**config.mk**
```make
export PLATFORM = sky130hd
export DESIGN_NAME = exec_pipe
export DESIGN_NICKNAME = d
export VERILOG_FILES = /design/src/rtl/exec_pipe.sv
export SDC_FILE = /design/constraint.sdc
export NUM_CORES = 2
export LEC_CHECK = 0
export CORE_MARGIN = 2
export CORE_UTILIZATION = 50
export CTS_BUF_LIST = sky130_fd_sc_hd__clkbuf_2 sky130_fd_sc_hd__clkbuf_4 sky130_fd_sc_hd__clkbuf_8
export DETAILED_ROUTE_END_ITERATION = 10
export GPL_ROUTABILITY_DRIVEN = 0
export PLACE_DENSITY = 0.62
export SLEW_MARGIN = 20
export SYNTH_ARGS = -nofsm -noshare
export SYNTH_HDL_FRONTEND = slang
export SYNTH_SLANG_ARGS = --single-unit
```
**constraint.sdc**
```tcl
create_clock -name clk -period 6.2 [get_ports clk]
set_input_delay 0.62 -clock clk [delete_from_list [all_inputs] [get_ports clk]]
set_output_delay 0.62 -clock clk [all_outputs]
set_load 0.01 [all_outputs]
```
**src/rtl/exec_pipe.sv**
```systemverilog
// Two-stage RV32I execute core: register file with forwarding, ALU and writeback,
// streaming results out over a valid/ready handshake.
module exec_pipe #(
   parameter  int XLEN  = 32,
   parameter  int NREGS = 32,
   localparam int AW    = $clog2(NREGS)
) (
   input  logic            clk,
   input  logic            reset,
   input  logic            in_valid,
   output logic            in_ready,
   input  logic [AW-1:0]   in_rs1,
   input  logic [AW-1:0]   in_rs2,
   input  logic [AW-1:0]   in_rd,
   input  logic            in_wen,
   input  logic            in_imm_en,
   input  logic [XLEN-1:0] in_imm,
   input  logic [7:0]      in_op,
   output logic            out_valid,
   input  logic            out_ready,
   output logic [AW-1:0]   out_rd,
   output logic            out_wen,
   output logic [XLEN-1:0] out_data,
   input  logic [AW-1:0]   dbg_addr,
   output logic [XLEN-1:0] dbg_data,
   output logic [31:0]     retired
);

   localparam int SHW = $clog2(XLEN);

   logic [XLEN-1:0] regs [NREGS];

   logic            p1_valid;
   logic [AW-1:0]   p1_rd;
   logic            p1_wen;
   logic [7:0]      p1_op;
   logic [XLEN-1:0] p1_a;
   logic [XLEN-1:0] p1_b;

   logic            p2_valid;
   logic [AW-1:0]   p2_rd;
   logic            p2_wen;
   logic [XLEN-1:0] p2_data;

   logic            advance;
   logic [XLEN-1:0] alu_res;
   logic [SHW-1:0]  shamt;
   logic            fwd1;
   logic            fwd2;
   logic [XLEN-1:0] rs1_val;
   logic [XLEN-1:0] rs2_val;

   // Handshake: a transfer happens on an edge where valid && ready; a producer
   // holding valid must keep its payload stable until ready is seen high.
   // The whole pipe moves together whenever the output slot can drain or is empty.
   assign advance  = !p2_valid || out_ready;
   assign in_ready = advance;

   assign out_valid = p2_valid;
   assign out_rd    = p2_rd;
   assign out_wen   = p2_wen;
   assign out_data  = p2_data;

   assign dbg_data = (dbg_addr == '0) ? '0 : regs[dbg_addr];

   // Forward from P1 because its result lands in the regfile on the same edge the
   // new op latches its operands.
   assign fwd1    = p1_valid && p1_wen && (p1_rd == in_rs1);
   assign fwd2    = p1_valid && p1_wen && (p1_rd == in_rs2);
   assign rs1_val = (in_rs1 == '0) ? '0 : (fwd1 ? alu_res : regs[in_rs1]);
   assign rs2_val = (in_rs2 == '0) ? '0 : (fwd2 ? alu_res : regs[in_rs2]);

   assign shamt = p1_b[SHW-1:0];

   always_comb begin
      alu_res = '0;
      case (p1_op)
         8'd0:    alu_res = p1_a + p1_b;
         8'd1:    alu_res = p1_a - p1_b;
         8'd2:    alu_res = p1_a & p1_b;
         8'd3:    alu_res = p1_a | p1_b;
         8'd4:    alu_res = p1_a ^ p1_b;
         8'd5:    alu_res = p1_a << shamt;
         8'd6:    alu_res = p1_a >> shamt;
         8'd7:    alu_res = $signed(p1_a) >>> shamt;
         8'd8:    alu_res = {{(XLEN-1){1'b0}}, $signed(p1_a) < $signed(p1_b)};
         8'd9:    alu_res = {{(XLEN-1){1'b0}}, p1_a < p1_b};
         8'd10:   alu_res = p1_b;
         default: alu_res = '0;
      endcase
   end

   always_ff @(posedge clk) begin
      if (!reset) begin
         p1_valid <= 1'b0;
         p1_rd    <= '0;
         p1_wen   <= 1'b0;
         p1_op    <= '0;
         p1_a     <= '0;
         p1_b     <= '0;
         p2_valid <= 1'b0;
         p2_rd    <= '0;
         p2_wen   <= 1'b0;
         p2_data  <= '0;
         retired  <= '0;
         for (int i = 0; i < NREGS; i++) regs[i] <= '0;
      end else begin
         if (advance) begin
            p1_valid <= in_valid;
            p1_rd    <= in_rd;
            p1_wen   <= in_wen;
            p1_op    <= in_op;
            p1_a     <= rs1_val;
            p1_b     <= in_imm_en ? in_imm : rs2_val;
            p2_valid <= p1_valid;
            p2_rd    <= p1_rd;
            p2_wen   <= p1_wen;
            p2_data  <= alu_res;
            if (p1_valid && p1_wen && (p1_rd != '0)) regs[p1_rd] <= alu_res;
         end
         if (p2_valid && out_ready) retired <= retired + 32'd1;
      end
   end

endmodule
```
==> metrics.txt <==
Tightest Pin Transition between 1 and 1.5 ns; setup TNS 0 ns; cell area after synthesis roughly 75000 sq um; register area share after synthesis 0.449; total gr overflow 0; die area 153000 sq um; core area between 100000 and 150000 sq um; hold_ws between 0.2 and 0.25 ns; Routed WL 300000 um; Total Power approximately 21 mW; DP Area 79300 sq um; Synth Register Bits ~1200; Post-CTS Hold Buffers 1; CP arrival 5.93 ns; cells along the critical path ha_1 -> fa_1 -> nand3_1 -> a21oi_1 -> o21ai_0 -> a21oi_2 -> nor2_1 -> a221o_1 -> a21oi_4 -> buf_4 -> nor2_1; # port buffers between 150 and 200; min cycle time layout between 5 and 6 ns; # IOs 170; Reg2Reg Setup Slack about 0.95 ns; first-pass GRT wire length 417000 um; Die X between 300 and 400 um; Bufs on Longest Clock Path 3; Synth warnings 0; placed insts roughly 7400; Worst-Skew Late Latency just under 1 ns; status complete, no violations; drt initial violations between 10000 and 15000; overall global routing resource usage 0.391; Hold Path Depth 3; largest net degree at the start of global routing 100; layout cells sized above 1 0.302; Non-Filler Instances 7835; Post-synth top flop edfxtp_1; startpoint types flop; Mean Syn Cell Area 13.3 sq um; final hold vios 0; Yosys cell types 92; final instance area approximately 83000 sq um; CP endpoint kind flop; maximum fanout along the worst path 36; Vias/cell around 7.4; Initial DRT Pass Iterations 9; H-tree levels 4; setup bufs post-CTS 0; R2R cell count 11; worst min path class in2reg; vias in the first global route between 50000 and 60000; TritonCTS Sinks between 1000 and 1500; post-route ant nets 0; TritonCTS clock tree yes; pre-CTS setup slack approximately 1.3 ns; Synth-to-Final Area Change 11.1%; Finished Core Util 0.559; top cells by area, synth edfxtp_1 41%, mux4_2 31%, nor2_1 6.0%; Synth top area share 0.409; Synth area leader edfxtp_1; Nets 5809; Final Setup Violations 0; relative max-transition margin 0.119; Final period util 0.846; Max Slew Vio Count 0; Post-Syn Instances 5638; root buffer cell clkbuf_8; required time of the critical path approximately 7 ns; Cell Rows about 140; post-route worst setup slack 0.954 ns; number of synthesized flops with an enable pin 1024; Initial Util 0.503; Crit path top cell by count nor2_1; die height just under 400 um; Slowest cell on crit path dfxtp_4; max cap viols 0; Inserted Clock Buffers ~210; DR vias between 50000 and 60000; routed length per instance approximately 38 um; DRC Markers 0; Final HPWL DP roughly 180000 um; PwrDens around 260 nW/um^2; post-synthesis async set-or-reset flop share 0; Max rail drop VDD between 0.2 and 0.3 mV; antenna violations before repair 10; worst clock skew 0.0645 ns; post-CTS sizing 0; RSZ-0062 raised after global routing no; CP max stage delay about 0.7 ns; critical path class reg2reg; fillcell total around 12000; clock-pin slew on the worst setup and hold paths roughly 0.060 ns; Pleak roughly 28 nW; Achievable Freq 0.191 GHz
[final timing paths]
check / from / endpoint
max: p1_b[0] / regs[16][22]
min: in_op[3] / p1_op[3]
max reg2reg: p1_b[0] / regs[16][22]
min reg2reg: out_wen / out_wen
[cell usage after synthesis, types with 9 or more instances]
library cell and count:
nor2b_1 14, ha_1 101, buf_1 95, o21bai_1 13, o221ai_1 25, a21o_1 15, xor2_1 23, nand4_1 20
buf_2 76, mux2_2 34, nand3_1 40, a221oi_1 38, and3_1 23, mux2i_1 124, o21a_1 9, o31ai_1 17
a32o_1 24, a21oi_1 201, inv_1 109, nor4_1 14, dfxtp_1 150, o211ai_1 22, or3_1 22, nor3_1 48
a211oi_1 44, o21ai_0 101, clkbuf_1 442, nand2b_1 20, nor2_1 1193, and2_1 9, a221o_1 18, nand2_1 272
mux4_2 1042, edfxtp_1 1024, a31oi_1 17, o22ai_1 31, xnor2_1 17
[worst max-delay path, delay by kind of cell (launching register included)]
kind            cells  cell delay, ns
compound gates      5            2.51
fa+ha+maj           2            0.91
flops               1            0.70
simple gates        3            0.40
buf+inv             1            0.39
[layer usage]
| metal | wire length, um | track usage | vias up | share of wire |
|---|---|---|---|---|
| li1 | - | - | 22200 | - |
| met1 | 99200 | 0.498 | 29300 | 0.33 |
| met2 | 131000 | 0.572 | 5244 | 0.44 |
| met3 | 47200 | 0.140 | 1098 | 0.16 |
| met4 | 21700 | 0.241 | 8 | 0.072 |
| met5 | 52 | 0 | - | 0.00017 |
[flip-flops by register name, indices dropped and copies added (netlist names)]
name       count
regs        1024
p1_op          8
p1_rd          5
p1_a          32
p1_wen         1
out_valid      1
out_rd         5
p1_b          32
p1_valid       1
out_wen        1
out_data      32
retired       32
[cells in the final DEF, fill, tap and decap left out, types with 22 or more instances in the layout]
master	Yosys	routed
a211oi_1	44	44
a21oi_1	201	191
a221oi_1	38	37
a32o_1	24	24
and3_1	23	23
buf_4	6	201
clkbuf_4	0	57
clkbuf_8	0	215
clkdlybuf4s50_1	0	152
clkinv_1	4	63
clkinv_2	0	26
conb_1	1	32
dfxtp_1	150	146
edfxtp_1	1024	1024
ha_1	101	101
inv_1	109	109
mux2_2	34	34
mux2i_1	124	124
mux4_2	1042	1042
nand2_1	272	210
nand2_2	1	58
nand3_1	40	40
nor2_1	1193	1189
nor3_1	48	44
o211ai_1	22	22
o21ai_0	101	101
o221ai_1	25	25
o22ai_1	31	31
or3_1	22	22
xor2_1	23	23
[final cells by class]
type	count	area [sq um]	share of cell area
Multi-Input combinational cell	3759	39000	0.467
Antenna cell	5	12.5	0.000150
Sequential cell	1174	33800	0.404
Clock buffer	272	3390	0.0406
Inverter	113	432	0.00517
Timing Repair Buffer	387	3640	0.0436
Tap cell	2016	2520	0.0302
Clock inverter	109	731	0.00875
[cell families after synthesis]
group | after synthesis | synth area share
xor gates and xnor gates | 40 | 0.00466
buffers and inverters | 736 | 0.0387
muxes | 1200 | 0.334
other | 1 | 0.0000499
DFF | 1174 | 0.449
and+or+nand+nor | 1711 | 0.0936
adders and majority gates | 103 | 0.0174
AOI/OAI and AO/OA | 673 | 0.0621
[report_power, final]
part / internal [mW] / switching (mW) / total, mW
Clock: 3.86 / 3.53 / 7.39
Sequential: 8.90 / 0.301 / 9.20
Combinational: 1.85 / 2.95 / 4.80
No activity file was read; power rests on OpenSTA's default activity.
